`config.mk`:
```
export PLATFORM = sky130hd
export DESIGN_NAME = mem_stage
export DESIGN_NICKNAME = d
export VERILOG_FILES = /design/src/rtl/samsun_pkg.sv /design/src/rtl/load_extend.sv /design/src/rtl/mem_stage.sv
export SDC_FILE = /design/constraint.sdc
export NUM_CORES = 1
export LEC_CHECK = 0
export BUFFER_PORTS_ARGS = -buffer_cell sky130_fd_sc_hd__buf_2
export CAP_MARGIN = 25
export CORE_MARGIN = 3
export CORE_UTILIZATION = 46
export DETAILED_ROUTE_END_ITERATION = 6
export GPL_ROUTABILITY_DRIVEN = 0
export PLACE_DENSITY = 0.83
export SYNTH_ARGS = -nofsm -noshare
export SYNTH_HDL_FRONTEND = slang
export SYNTH_HIERARCHICAL = 1
export SYNTH_SLANG_ARGS = --single-unit
```
`constraint.sdc`:
```
create_clock -name clk_i -period 2.35 [get_ports clk_i]
set_input_delay 0 -clock clk_i [delete_from_list [all_inputs] [get_ports clk_i]]
set_output_delay 0 -clock clk_i [all_outputs]
set_load 0.01 [all_outputs]
```
`src/rtl/samsun_pkg.sv`:
```
// Shared definitions for the memory stage: RV32I load/store funct3 codes,
// writeback source encoding and the memory-stage FSM state type.
package samsun_pkg;

  localparam logic [2:0] F3_B  = 3'b000;
  localparam logic [2:0] F3_H  = 3'b001;
  localparam logic [2:0] F3_W  = 3'b010;
  localparam logic [2:0] F3_BU = 3'b100;
  localparam logic [2:0] F3_HU = 3'b101;

  typedef enum logic [1:0] {
    WB_ALU  = 2'b00,
    WB_LOAD = 2'b01,
    WB_PC   = 2'b10,
    WB_NONE = 2'b11
  } wb_sel_e;

  typedef enum logic [1:0] {
    ST_IDLE = 2'b00,
    ST_REQ  = 2'b01,
    ST_WAIT = 2'b10
  } mem_state_e;

  // funct3 codes with no defined load/store meaning
  function automatic logic f3_illegal(input logic [2:0] f3);
    return (f3 == 3'b011) || (f3 == 3'b110) || (f3 == 3'b111);
  endfunction

endpackage

```
`src/rtl/load_extend.sv`:
```
// Selects the addressed byte/half of a read word and sign/zero-extends it.
module load_extend
  import samsun_pkg::*;
(
  input  logic [31:0] rdata_i,
  input  logic [1:0]  offset_i,
  input  logic [2:0]  funct3_i,
  output logic [31:0] result_o
);

  logic [7:0]  byte_sel;
  logic [15:0] half_sel;

  // Lane select by address offset, then extension by funct3
  always_comb begin
    byte_sel = 8'h00;
    half_sel = offset_i[1] ? rdata_i[31:16] : rdata_i[15:0];
    case (offset_i)
      2'd0:    byte_sel = rdata_i[7:0];
      2'd1:    byte_sel = rdata_i[15:8];
      2'd2:    byte_sel = rdata_i[23:16];
      default: byte_sel = rdata_i[31:24];
    endcase
    case (funct3_i)
      F3_B:    result_o = {{24{byte_sel[7]}}, byte_sel};
      F3_H:    result_o = {{16{half_sel[15]}}, half_sel};
      F3_W:    result_o = rdata_i;
      F3_BU:   result_o = {24'h0, byte_sel};
      F3_HU:   result_o = {16'h0, half_sel};
      default: result_o = 32'h0;
    endcase
  end

endmodule

```
`src/rtl/mem_stage.sv`:
```
// RV32I memory stage: issues data-memory requests, waits for grant and
// read data, and registers the writeback to the register file.
//
// Handshake: dmem_req_o is held with constant addr/we/wdata/wstrb until a
// cycle with dmem_gnt_i=1; a granted load then waits for dmem_rvalid_i
// (earliest the cycle after the grant). Upstream holds all mem_* inputs
// stable while mem_ready_o=0; an instruction completes in the cycle where
// mem_valid_i=1 and mem_ready_o=1.
module mem_stage
  import samsun_pkg::*;
(
  input  logic        clk_i,
  input  logic        rst_i,
  input  logic        mem_valid_i,
  input  logic        mem_read_i,
  input  logic        mem_write_i,
  input  logic [2:0]  mem_funct3_i,
  input  logic        mem_reg_write_i,
  input  logic [1:0]  mem_wb_sel_i,
  input  logic [31:0] mem_aluResult_i,
  input  logic [31:0] mem_data_i,
  input  logic [4:0]  mem_rd_addr_i,
  input  logic [31:0] mem_pcplus_i,
  output logic        mem_ready_o,
  output logic        dmem_req_o,
  output logic        dmem_we_o,
  output logic [31:0] dmem_addr_o,
  output logic [31:0] dmem_wdata_o,
  output logic [3:0]  dmem_wstrb_o,
  input  logic        dmem_gnt_i,
  input  logic        dmem_rvalid_i,
  input  logic [31:0] dmem_rdata_i,
  output logic [4:0]  wb_rd_addr_o,
  output logic [31:0] wb_rd_o,
  output logic        wb_rd_en_o,
  output logic        misaligned_o,
  output logic [1:0]  state_o
);

  mem_state_e  state_q, state_d;
  logic        is_access;
  logic        is_store;
  logic [1:0]  offset;
  logic        misalign_c;
  logic        bad_c;
  logic        req_c;
  logic        ready_c;
  logic        fire;
  logic [31:0] load_data;
  logic [31:0] wb_data_c;

  // A set write flag wins over a set read flag
  assign is_access = mem_valid_i & (mem_read_i | mem_write_i);
  assign is_store  = mem_write_i;
  assign offset    = mem_aluResult_i[1:0];

  // Alignment check by access size (funct3[1:0]: 00 byte, 01 half, 10 word)
  always_comb begin
    misalign_c = 1'b0;
    case (mem_funct3_i[1:0])
      2'b01:   misalign_c = offset[0];
      2'b10:   misalign_c = (offset != 2'b00);
      default: misalign_c = 1'b0;
    endcase
  end

  assign bad_c = is_access & (misalign_c | f3_illegal(mem_funct3_i));

  // FSM next state, request and ready generation
  always_comb begin
    state_d = state_q;
    req_c   = 1'b0;
    ready_c = 1'b0;
    case (state_q)
      ST_IDLE: begin
        if (!is_access || bad_c) begin
          ready_c = 1'b1;
        end else begin
          req_c = 1'b1;
          if (dmem_gnt_i) begin
            if (is_store) ready_c = 1'b1;
            else          state_d = ST_WAIT;
          end else begin
            state_d = ST_REQ;
          end
        end
      end
      ST_REQ: begin
        req_c = 1'b1;
        if (dmem_gnt_i) begin
          if (is_store) begin
            ready_c = 1'b1;
            state_d = ST_IDLE;
          end else begin
            state_d = ST_WAIT;
          end
        end
      end
      ST_WAIT: begin
        if (dmem_rvalid_i) begin
          ready_c = 1'b1;
          state_d = ST_IDLE;
        end
      end
      default: state_d = ST_IDLE;
    endcase
  end

  // FSM state register
  always_ff @(posedge clk_i) begin
    if (rst_i) state_q <= ST_IDLE;
    else       state_q <= state_d;
  end

  // Store lane replication and byte strobes
  always_comb begin
    dmem_wdata_o = mem_data_i;
    dmem_wstrb_o = 4'b1111;
    case (mem_funct3_i[1:0])
      2'b00: begin
        dmem_wdata_o = {4{mem_data_i[7:0]}};
        dmem_wstrb_o = 4'b0001 << offset;
      end
      2'b01: begin
        dmem_wdata_o = {2{mem_data_i[15:0]}};
        dmem_wstrb_o = 4'b0011 << offset;
      end
      default: begin
        dmem_wdata_o = mem_data_i;
        dmem_wstrb_o = 4'b1111;
      end
    endcase
  end

  // Reset drops an outstanding request in the same cycle
  assign dmem_req_o  = req_c & ~rst_i;
  assign dmem_we_o   = is_store;
  assign dmem_addr_o = {mem_aluResult_i[31:2], 2'b00};
  assign mem_ready_o = ready_c;
  assign state_o     = state_q;

  load_extend u_load_extend (
    .rdata_i  (dmem_rdata_i),
    .offset_i (offset),
    .funct3_i (mem_funct3_i),
    .result_o (load_data)
  );

  // Writeback source select; the unused encoding writes zero
  always_comb begin
    case (wb_sel_e'(mem_wb_sel_i))
      WB_ALU:  wb_data_c = mem_aluResult_i;
      WB_LOAD: wb_data_c = load_data;
      WB_PC:   wb_data_c = mem_pcplus_i;
      default: wb_data_c = 32'h0;
    endcase
  end

  assign fire = mem_valid_i & ready_c;

  // Registered writeback and misalignment pulse
  always_ff @(posedge clk_i) begin
    if (rst_i) begin
      wb_rd_en_o   <= 1'b0;
      wb_rd_addr_o <= 5'd0;
      wb_rd_o      <= 32'h0;
      misaligned_o <= 1'b0;
    end else begin
      wb_rd_en_o   <= fire & mem_reg_write_i & (mem_rd_addr_i != 5'd0) & ~bad_c;
      misaligned_o <= fire & bad_c;
      if (fire) begin
        wb_rd_addr_o <= mem_rd_addr_i;
        wb_rd_o      <= wb_data_c;
      end
    end
  end

endmodule

```
[Word level (Yosys, flattened, before mapping)]
Cells that the tools add are included.
Storage, ports and cells
  flip-flop bits (word level): 41
  bits in latches: 0
  memory bits (writable): 0
  bits in read-only memories: 0
  bits of input ports: 146
  output and inout bits: 112
  logic and storage cells: 71
  memories: 0
Cells by class
  add/sub/neg operators: 0
  multipliers: 0
  divide/modulo/power cells: 0
  $lt $le $gt $ge: 0
  equality and inequality tests: 19
  shift-type cells: 2
  mux-type cells: 21
  bitwise logic cells: 12
  reductions and logical operators: 12
Operators with widths (number)
  $pmux W32 S5: 1
  $pmux W32 S3: 1
  $pmux W32 S2: 1
  $pmux W8 S3: 1
  $mux W16: 1
  $eq A3 B3 Y1 const B: 4
  $mux W2: 6
  $and A1 B1 Y1: 8
  $eq A2 B1 Y1 const B: 4
  $eq A2 B2 Y1 const B: 4
  $logic_not A2 Y1: 4
  $pmux W4 S2: 1
  $eq A3 B2 Y1 const B: 2
  $ne A2 B2 Y1 const B: 3
  $pmux W2 S3: 1
  $mux W1: 5
  $reduce_bool A5 Y1: 1
  $pmux W1 S2: 2
  $reduce_and A4 Y1: 1
  $shl A1 B2 Y4 const A: 1
  $shl A2 B2 Y4 const A: 1
  $eq A3 B1 Y1 const B: 1
  $logic_not A3 Y1: 1
  $logic_or A1 B1 Y1: 3
  6 further kinds: 8

[Logic depth before layout (Yosys ltp)]
  depth after elaboration: 12
  mapped depth: 10
  gate-level depth less buffers: 7

[Modules after synthesis]
The synthesis kept the hierarchy.
By module, submodules not included
  mem_stage: times used 1, cells each 442, area an instance 3593.4 sq um
  load_extend: times used 1, cells each 133, area an instance 1044.8 sq um

[Worst setup path before layout]
OpenSTA, ideal clock, no wires.
  path type: input port to flip-flop
  start: in mem_funct3_i[1]
  end: reg wb_rd_o[14]
  library setup time: 0.146 ns
  data arrival time: 1.556 ns
  required time: 2.204 ns
  path slack: 0.648 ns
  cell stages on the path: 10
  buffers on the path: 3
  cells stage by stage: inv_1 > ha_1 > buf_4 > o211ai_1 > and3_4 > a311o_1 > buf_6 > buf_6 > a211oi_2 > a211oi_2
Between the ends
  word-level cells in the longest chain between the ends: 9
RTL lines
  from (decl): RTL line mem_stage.sv:17  | input logic [2:0] mem_funct3_i,
  $eq A3 B2 Y1 / $eq A3 B3 Y1 (equally long branches): RTL line samsun_pkg.sv:26  | return (f3 == 3'b011) || (f3 == 3'b110) || (f3 == 3'b111);
  $logic_or A1 B1 Y1 (2 in a row): RTL line samsun_pkg.sv:26
  $or A1 B1 Y1: RTL line mem_stage.sv:67  | assign bad_c = is_access & (misalign_c | f3_illegal(mem_funct3_i));
  $and A1 B1 Y1: RTL line mem_stage.sv:67
  $logic_or A1 B1 Y1: RTL line mem_stage.sv:76  | if (!is_access || bad_c) begin
  $mux W1: RTL line mem_stage.sv:76
  $pmux W1 S3: RTL line mem_stage.sv:74  | case (state_q)
  $and A1 B1 Y1: RTL line mem_stage.sv:159  | assign fire = mem_valid_i & ready_c;
  to (signal assigned): RTL line mem_stage.sv:173  | wb_rd_o <= wb_data_c;
  to (decl): RTL line mem_stage.sv:34  | output logic [31:0] wb_rd_o,
Several ways; a longest one is shown, not always the timed one.
A chain may end at the register's enable or synchronous reset.

[Worst setup path in the final report]
  start: in dmem_gnt_i
  end: out mem_ready_o
Between the ends
  word-level cells in the longest chain between the ends: 3
RTL lines
  from (decl): RTL line mem_stage.sv:30  | input logic dmem_gnt_i,
  $mux W1 *: RTL line mem_stage.sv:90  | if (dmem_gnt_i) begin
  $mux W1: RTL line mem_stage.sv:76
  $pmux W1 S3 *: RTL line mem_stage.sv:74
  to (decl): RTL line mem_stage.sv:24  | output logic mem_ready_o,
Mark *: on every way between the ends. The rest lies on a longest branch, timed or not.

==> metrics.yaml <==
synth:
  syn_avg_cell_area_um2: 8.07
  synth_cell_type_count: 49
  ys_async_sr_fraction_pct: 0
  synth_top_area_share_pct: 17.7
  synthCells: 575
  synthFlopType: "dfxtp_1"
  ys_seq_elements: 41
  yosysTopAreaCell: "dfxtp_1"
  netlist_area_um2: 4640
  yosysWarningCount: 6
  synth_edf_count: 0
  synth-seq-area-share_pct: 17.7
  synth.area.top_cells: "dfxtp_1, a211oi_2, mux2i_1, buf_4, a211oi_1"
final_layout:
  area_growth_pct: 25.7
  final_common_cell: "buf_2"
  diodes: 0
  nets: 915
  layout_common_cells: "buf_2, nand2_1, o21ai_0"
  drive_gt1_share_pct: 47.0
critical_path:
  critical-path-slowest-cell: "dlygate4sd3_1"
  worstSetupEndpoint: "mem_ready_o"
  crit_start: "dmem_gnt_i"
  crit_fanout: 12
  end_kind: "output pin"
  rr_endpoint: "wb_rd_o[25]"
  crit_family: "buffers and inverters"
  cp_cell_sequence: "dlygate4sd3_1 -> buf_2 -> mux2i_1 -> a311o_2 -> buf_4 -> nand2_1 -> buf_2"
  worst_r2r_path_depth: 6
  critical_path_buf_inv_count: 4
  startpoint_type: "input port"
  cpMostUsedCell: "buf_2"
  cp_data_required_time_ps: 2350
  crit_cells: 7
  max_stage_delay_ps: 540
  rr_startpoint: "state_o[1]"
  cp_data_arrival_time_ps: 1920
  r2r_setup_slack_ps: 700
  critPathKind: "input port to output pin"
grt:
  grt_usage_pct: 25.9
  grt_pass1_vias: 4661
  grt_pass1_wl_mm: 23.8
  grt_max_degree: 39
  grt_antenna_before_repair: 0
  overflow: 0
drt:
  first_pass_iters: 6
  drc_errors: 0
  drtIter0Drc: 397
  vias: 5202
  routed_via_density: 5.79
  post_drt_wl_per_cell_um: 17.8
  finalWirelength_mm: 16.0
  ant_nets: 0
die:
  dieArea_um2: 11300
  die_w_um: 106
  core_um2: 9770
  rows: 36
  die_y_um: 106
  start_util_pct: 47.5
  boundaryPins: 258
timing:
  drv_slew: 0
  hold_slack_ps: 17.3
  finalSetupViolations: 0
  hold_viol: 0
  fin_setup_tns_ps: 0
  fin_crit_sh_pct: 81.7
  max_freq_ghz: 0.521
  fin_skew_ps: 7.95
  period_needed_ps: 1920
  maxSlewHeadroom_pct: 52.0
  grt_setup_unrepaired: "false"
  worstMarginPinSlew_ps: 718
min_path:
  hold_start: "mem_rd_addr_i[1]"
  hold_class: "input port to flop"
power_and_ir_drop:
  internal_power_mw: 1.63
  seqPwrFrac_pct: 31.3
  p_sw_mw: 0.962
  switching_share_pct: 37.2
  p_leak_nw: 2.70
  vdd_drop_max_mv: 0.248
  p_per_area_nw_per_um2: 444
  power_frac_comb_pct: 45.7
  clockPowerShare_pct: 23.0
clock_tree:
  cts_tree: "built"
  hold_buffers: 2
  clk_latency_ps: 300
  path_clk_slew_ps: 80
  clock_path_buffers: 2
  clock-sinks: 41
  cts_buffers: 5
  root_buffer: "clkbuf_8"
  h-tree-depth: 2
  cts_resized: 0
  cts_setup_buffers: 0
placed_design:
  post-dp-hpwl_mm: 12.4
  io_buffer_count: 255
flow_run:
  maxCapViolCount: 0
run_status:
  status: "completed"
-- per-stage QoR --
stage,worst slack (ps),cells,area [um2],power [mW],util [%]
2_1_floorplan,648,576,4640,1.60,-
3_3_place_gp,105,887,5660,1.97,57.9
3_5_place_dp,288,888,5680,1.99,58.1
4_1_cts,430,898,5810,2.59,59.5
5_1_grt,334,899,5830,2.72,59.6
6_report,431,899,5830,2.59,59.6
-- power by group through the flow --
| stage | Clock, mW | Combinational (mW) | Sequential [mW] |
|---|---|---|---|
| floorplan | 0 | 0.744 | 0.855 |
| global placement | 0 | 1.14 | 0.824 |
| detailed placement | 0 | 1.17 | 0.825 |
| CTS | 0.603 | 1.17 | 0.810 |
| global route | 0.633 | 1.27 | 0.818 |
| finish | 0.596 | 1.18 | 0.810 |
-- sequential cells by signal, indices dropped and copies added, names as in the netlist --
signal	cells
misaligned_o	1
state_o	2
wb_rd_en_o	1
wb_rd_addr_o	5
wb_rd_o	32
-- worst min-delay path, delay by kind of cell --
| family | cells | cell delay, ps |
|---|---|---|
| and+or+nand+nor | 1 | 90 |
| AOI/OAI and AO/OA | 1 | 80 |
| buffers and inverters | 1 | 100 |
-- Yosys cell counts (2+ instances only) --
library cell,count
a21oi_1,25
nand3_1,2
nand2b_1,2
o22ai_1,4
a211oi_1,40
a211oi_2,40
nand4b_1,5
nor2_1,18
nor3_1,2
o311ai_2,5
buf_6,9
o31ai_1,3
a22o_1,8
nand2_1,68
a32oi_1,2
ha_1,4
nor4_1,2
buf_2,13
mux4_2,4
buf_1,3
clkbuf_1,25
nor3b_1,6
mux2i_1,39
mux2_2,14
inv_1,40
a221o_1,5
o21ai_0,42
dfxtp_1,41
nor2b_1,9
o221ai_1,2
buf_4,48
a22oi_1,27
and2b_2,2
-- area by class of cell --
class	instances	area (um2)
Fill cell	894	3950
Inverter	40	150
Clock buffer	7	86.3
Sequential cell	41	821
Multi-Input combinational cell	397	3060
Clock inverter	1	30.0
Timing Repair Buffer	280	1510
Tap cell	133	166
-- logic make-up after synthesis --
| kind of cell | after synthesis | share of synthesized area [%] |
|---|---|---|
| AND/OR/NAND/NOR | 119 | 12.0 |
| flip-flops | 41 | 17.7 |
| buffers and inverters | 138 | 16.9 |
| other | 1 | 0.0809 |
| multiplexers | 59 | 14.6 |
| adder cells (fa/ha/maj) | 4 | 1.08 |
| AO/OA/AOI/OAI | 213 | 37.6 |
-- routing by layer --
layer / global-route usage [%] / vias to the layer above / share of wire, %
met1: 32.2 / 2397 / 38
li1: - / 2459 / -
met2: 46.4 / 319 / 51
met4: 6.76 / 0 / 2.1
met5: 0 / - / 0
met3: 4.19 / 27 / 9.1
-- worst min path at each step --
| stage | endpoint | cells after the start |
|---|---|---|
| 2_1_floorplan | state_o[0] | 1 |
| 3_3_place_gp | dmem_addr_o[16] | 2 |
| 3_5_place_dp | dmem_addr_o[31] | 2 |
| 4_1_cts | wb_rd_addr_o[1] | 3 |
| 5_1_grt | wb_rd_addr_o[1] | 3 |
| 6_report | wb_rd_addr_o[1] | 3 |
No activity file was read; power rests on OpenSTA's default activity.
